===== src/rtl/gt_cache_pkg.sv =====
`default_nettype none
// +------------------------------------------------------------------------+
// | gt_cache_pkg - shared cache/fill constants, fill-state enum, line align |
// | Rev 1.0                                                                  |
// +------------------------------------------------------------------------+
package gt_cache_pkg;

  localparam int LINE_BITS   = 256;
  localparam int BEAT_BITS   = 32;
  localparam int BEATS       = LINE_BITS / BEAT_BITS;
  localparam int ADDR_BITS   = 32;
  localparam int OFFSET_BITS = $clog2(LINE_BITS / 8);
  localparam int CNT_BITS    = $clog2(BEATS);

  typedef enum logic [2:0] {
    IDLE    = 3'd0,
    WB_REQ  = 3'd1,
    WB_DATA = 3'd2,
    RD_REQ  = 3'd3,
    RD_DATA = 3'd4,
    FILL    = 3'd5
  } fill_state_e;

  function automatic logic [ADDR_BITS-1:0] line_align(input logic [ADDR_BITS-1:0] addr);
    return {addr[ADDR_BITS-1:OFFSET_BITS], {OFFSET_BITS{1'b0}}};
  endfunction

endpackage
`default_nettype wire


===== src/rtl/gt_line_assembler.sv =====
`default_nettype none
// +------------------------------------------------------------------------+
// | gt_line_assembler - beat counter plus line buffer, beat load / select   |
// | Rev 1.0                                                                  |
// +------------------------------------------------------------------------+
module gt_line_assembler
  import gt_cache_pkg::*;
(
  input  logic                 CLK,
  input  logic                 RST,
  input  logic                 line_load,
  input  logic [LINE_BITS-1:0] line_in,
  input  logic                 beat_load,
  input  logic [BEAT_BITS-1:0] beat_in,
  input  logic                 beat_adv,
  output logic [CNT_BITS-1:0]  cnt,
  output logic [BEAT_BITS-1:0] beat_out,
  output logic [LINE_BITS-1:0] line_out
);

  logic [BEAT_BITS-1:0] r_beat [BEATS];
  logic [CNT_BITS-1:0]  r_cnt;

  // The counter wraps 7->0 on the final beat, so each phase starts at beat 0.
  always_ff @(posedge CLK or posedge RST) begin
    if (RST) begin
      r_cnt <= '0;
      for (int k = 0; k < BEATS; k++) r_beat[k] <= '0;
    end else if (line_load) begin
      r_cnt <= '0;
      for (int k = 0; k < BEATS; k++) r_beat[k] <= line_in[k*BEAT_BITS +: BEAT_BITS];
    end else if (beat_load) begin
      r_beat[r_cnt] <= beat_in;
      r_cnt         <= r_cnt + 1'b1;
    end else if (beat_adv) begin
      r_cnt <= r_cnt + 1'b1;
    end
  end

  assign cnt      = r_cnt;
  assign beat_out = r_beat[r_cnt];

  for (genvar k = 0; k < BEATS; k++) begin : g_pack
    assign line_out[k*BEAT_BITS +: BEAT_BITS] = r_beat[k];
  end

endmodule
`default_nettype wire


===== src/rtl/gt_line_fill_ctrl.sv =====
`default_nettype none
// +------------------------------------------------------------------------+
// | gt_line_fill_ctrl - miss handler: victim write-back, then line refill   |
// | Rev 1.0                                                                  |
// +------------------------------------------------------------------------+
module gt_line_fill_ctrl
  import gt_cache_pkg::*;
(
  input  logic                 CLK,
  input  logic                 RST,
  input  logic                 miss_valid,
  output logic                 miss_ready,
  input  logic [ADDR_BITS-1:0] miss_addr,
  input  logic                 victim_dirty,
  input  logic [ADDR_BITS-1:0] victim_addr,
  input  logic [LINE_BITS-1:0] victim_data,
  output logic                 mem_req_valid,
  input  logic                 mem_req_ready,
  output logic                 mem_req_write,
  output logic [ADDR_BITS-1:0] mem_req_addr,
  output logic [BEAT_BITS-1:0] mem_wdata,
  output logic                 mem_wdata_valid,
  input  logic                 mem_wdata_ready,
  input  logic [BEAT_BITS-1:0] mem_rdata,
  input  logic                 mem_rdata_valid,
  output logic                 fill_valid,
  output logic [ADDR_BITS-1:0] fill_addr,
  output logic [LINE_BITS-1:0] fill_data,
  output logic                 busy
);

  fill_state_e          r_state, w_next;
  logic [ADDR_BITS-1:0] r_miss_line, r_victim_line;
  logic [CNT_BITS-1:0]  w_cnt;
  logic [BEAT_BITS-1:0] w_beat;
  logic [LINE_BITS-1:0] w_line;
  logic                 w_accept, w_last, w_wbeat, w_rbeat;

  assign w_accept = (r_state == IDLE) && miss_valid;
  assign w_last   = (w_cnt == CNT_BITS'(BEATS - 1));
  assign w_wbeat  = (r_state == WB_DATA) && mem_wdata_ready;
  assign w_rbeat  = (r_state == RD_DATA) && mem_rdata_valid;

  // The victim line shares the buffer with the refill: write-back drains it
  // beat by beat before the read beats overwrite every slot.
  gt_line_assembler u_asm (
    .CLK       (CLK),
    .RST       (RST),
    .line_load (w_accept),
    .line_in   (victim_data),
    .beat_load (w_rbeat),
    .beat_in   (mem_rdata),
    .beat_adv  (w_wbeat),
    .cnt       (w_cnt),
    .beat_out  (w_beat),
    .line_out  (w_line)
  );

  always_ff @(posedge CLK or posedge RST) begin
    if (RST) begin
      r_miss_line   <= '0;
      r_victim_line <= '0;
    end else if (w_accept) begin
      r_miss_line   <= line_align(miss_addr);
      r_victim_line <= line_align(victim_addr);
    end
  end

  always_ff @(posedge CLK or posedge RST) begin
    if (RST) r_state <= IDLE;
    else     r_state <= w_next;
  end

  always_comb begin
    w_next = r_state;
    case (r_state)
      IDLE:    if (miss_valid) w_next = victim_dirty ? WB_REQ : RD_REQ;
      WB_REQ:  if (mem_req_ready) w_next = WB_DATA;
      WB_DATA: if (mem_wdata_ready && w_last) w_next = RD_REQ;
      RD_REQ:  if (mem_req_ready) w_next = RD_DATA;
      RD_DATA: if (mem_rdata_valid && w_last) w_next = FILL;
      FILL:    w_next = IDLE;
      default: w_next = IDLE;
    endcase
  end

  // Outputs decode from state only; miss_ready is also masked by RST so
  // every output reads zero while reset is held.
  always_comb begin
    miss_ready      = 1'b0;
    mem_req_valid   = 1'b0;
    mem_req_write   = 1'b0;
    mem_req_addr    = '0;
    mem_wdata       = '0;
    mem_wdata_valid = 1'b0;
    fill_valid      = 1'b0;
    fill_addr       = '0;
    fill_data       = '0;
    busy            = (r_state != IDLE);
    case (r_state)
      IDLE:    miss_ready = ~RST;
      WB_REQ:  begin
        mem_req_valid = 1'b1;
        mem_req_write = 1'b1;
        mem_req_addr  = r_victim_line;
      end
      WB_DATA: begin
        mem_wdata_valid = 1'b1;
        mem_wdata       = w_beat;
      end
      RD_REQ:  begin
        mem_req_valid = 1'b1;
        mem_req_addr  = r_miss_line;
      end
      FILL:    begin
        fill_valid = 1'b1;
        fill_addr  = r_miss_line;
        fill_data  = w_line;
      end
      default: ;
    endcase
  end

endmodule
`default_nettype wire


===== config.mk =====
export PLATFORM = sky130hd
export DESIGN_NAME = gt_line_fill_ctrl
export DESIGN_NICKNAME = d
export VERILOG_FILES = /design/src/rtl/gt_cache_pkg.sv /design/src/rtl/gt_line_assembler.sv /design/src/rtl/gt_line_fill_ctrl.sv
export SDC_FILE = /design/constraint.sdc
export NUM_CORES = 1
export LEC_CHECK = 0
export CORE_AREA = 3 3 276 278
export CTS_CLUSTER_DIAMETER = 40
export CTS_CLUSTER_SIZE = 16
export DETAILED_ROUTE_END_ITERATION = 10
export DIE_AREA = 0 0 279 281
export GPL_TIMING_DRIVEN = 0
export HOLD_SLACK_MARGIN = 0.06
export PLACE_DENSITY = 0.61
export SYNTH_ARGS = -nofsm -noshare
export SYNTH_HDL_FRONTEND = slang
export SYNTH_SLANG_ARGS = --single-unit

===== constraint.sdc =====
create_clock -name CLK -period 17 [get_ports CLK]
set_clock_uncertainty 0.15 [all_clocks]
set_input_delay 5.1 -clock CLK [delete_from_list [all_inputs] [get_ports CLK]]
set_output_delay 5.1 -clock CLK [all_outputs]
set_load 0.02 [all_outputs]

==> metrics <==
# hold bufs at CTS 0; vias in the first global route 21400; Leak between 10 and 15 nW; root buffer cell clkbuf_16; Placed Instance Area 26400 sq um; largest area contributor in the synthesized netlist dfrtp_1; I/O Pins between 700 and 800; reg2reg path depth 7; unrepaired setup endpoints after global routing false; ys async rst share 100%; largest net degree at the start of global routing 117; startpoint types input pin; CTS-repair resized insts 0; setup_tns 0 ps; Clock Latency Late Sink 620 ps; CTS max path bufs 3; RR Startpoint r_state[0]$_DFFE_PP0P_; Die Wd about 280 um; top cells by area, synth dfrtp_1, nand2_1, and2_1, a21oi_1, nor2_1; CTS tree built; worst-margin pin slew 1360 ps; status finished clean; Max IR drop VDD approximately 110 uV; WHS between 300 and 400 ps; via/cell ratio between 5 and 6; CP Class in2out; reg2reg end u_asm.line_out[141]$_DFFE_PP0P_; Synth Instances 2344; Warnings, synthesis 0; max frequency 85.4 MHz; largest fanout on the critical path 2; synth unique cells 33; DRT Wirelength around 120 mm; CTS Sinks 316; Worst Path Arrival about 6500 ps; Hold Startpoint r_victim_line[27]$_DFFE_PP0P_; first-pass GRT wire length 168 mm; initial antenna violation count 34; initial core utilization about a quarter; Buffers on Ports approximately 660; design area slightly below 30000 sq um; GP Congestion 0.958; HP Class reg2reg; Global Route Usage Sum 30.6%; Final Hold Viols 0; Reg clk slew, reported paths 50 ps; Overflow after GRT 0; area grow syn2layout 59.7%; FF-to-FF setup slack 13790 ps; Layout Nets 3465; first-pass detailed-route iteration total 5; total setup buffers inserted after CTS 0; Worst EP required 11750 ps; H-tree level count 3; max-slew violation count 0; critical path endpoint category output pin; # DRC 0; Max transition margin under 10%; layout cells sized above 1 8.95%; Synth Area per Inst 7.86 sq um; Worst Setup SP RST; max-cap violation count 0; flops & latches, synth 316; Post-synth EDFFs 0; CORE AREA between 70000 and 80000 sq um; Power Dens Cells 188 nW/um^2; Num CTS Buffers 83; hpwl dp approximately 100 mm; Tcrit/Tclk final between 60% and 70%; drt first-iter violations about 2200; Synth top area share a little over two fifths; Die H 281 um; sequential fraction of the synthesis area 42.9%; commonest cells after routing, fill and taps aside clkdlybuf4s50_1, nand2_1, dfrtp_1; via count 21800; Tmin final 11710 ps; hold worst-path end r_victim_line[27]$_DFFE_PP0P_; mapped cell area 18400 sq um; Post-synth top flop dfrtp_1; final setup fails 0; FP Rows 100; Final ANT Viol Nets 0; die area 78400 sq um; number of cells on the worst hold path 2; DR WL/cell 29.8 um; most common cell after layout, fill and taps aside clkdlybuf4s50_1
critical path, stage by stage:
cell and delay, ps:
clkdlybuf4s50_1 510, nor2_1 210, clkdlybuf4s50_1 630
worst max-delay path by stage:
| stage | endpoint | slack (ps) | cells past startpoint |
|---|---|---|---|
| CTS | miss_ready | 5270 | 3 |
| floorplan | r_miss_line[10]$_DFFE_PP0P_ | 3010 | 1 |
| global route | miss_ready | 5220 | 3 |
| detailed placement | miss_ready | 5280 | 3 |
| global placement | u_asm.line_out[21]$_DFFE_PP0P_ | -2370 | 2 |
| finish | miss_ready | 5290 | 3 |
per-stage QoR:
stage | setup WS [ps] | total power (W) | cells | util, %
after floorplan | 3010 | 0.00263 | 2353 | -
after global placement | -2370 | 0.00376 | 3986 | 35.5
after detailed placement | 5280 | 0.00379 | 3988 | 35.6
after CTS | 5270 | 0.00550 | 4142 | 39.6
after global routing | 5220 | 0.00577 | 4154 | 39.6
final | 5290 | 0.00553 | 4166 | 39.6
Yosys cell counts, types with 5 or more instances:
| library cell | n |
|---|---|
| a21oi_1 | 268 |
| a221oi_1 | 45 |
| a22oi_1 | 44 |
| a31oi_1 | 145 |
| and2_1 | 285 |
| buf_2 | 69 |
| buf_4 | 38 |
| clkbuf_1 | 133 |
| dfrtp_1 | 316 |
| inv_1 | 5 |
| mux2i_1 | 39 |
| mux4_2 | 20 |
| nand2_1 | 568 |
| nand3_1 | 5 |
| nand3b_1 | 7 |
| nor2_1 | 305 |
| o21a_1 | 22 |
cell families after synthesis:
| kind of cell | share of synthesized area [%] |
|---|---|
| buffers and inverters | 6.31 |
| DFF | 42.9 |
| AOI/OAI and AO/OA | 17.2 |
| and+or+nand+nor | 28.8 |
| xor gates and xnor gates | 0.0951 |
| adders and majority gates | 0.136 |
| other | 0.0204 |
| muxes | 4.56 |
cell type report:
class	instances	area, sq um
Multi-Input combinational cell	1788	9390
Fill cell	7641	44800
Buffer	244	1140
Timing Repair Buffer	666	6700
Tap cell	969	1210
Antenna cell	24	60.1
Sequential cell	316	7910
Clock inverter	53	701
Inverter	5	26.3
Clock buffer	101	2280
routing by layer:
layer	vias up	global-route usage (%)	part of all wire [%]
met5	-	0	0.14
met1	10700	36.5	38
met4	26	13.1	4.3
met3	300	10.9	11
li1	9404	-	-
met2	1329	50.0	47
sequential cells by signal, summed over array words and instances (netlist names):
signal	flops
r_victim_line	27
u_asm.cnt	3
r_state	3
r_miss_line	27
u_asm.line_out	256
power breakdown:
part	internal (W)	switching, W	total, W
Combinational	0.000887	0.00143	0.00232
Sequential	0.00113	0.000400	0.00153
Clock	0.00113	0.000562	0.00169
(Power assumes the default switching activity.)
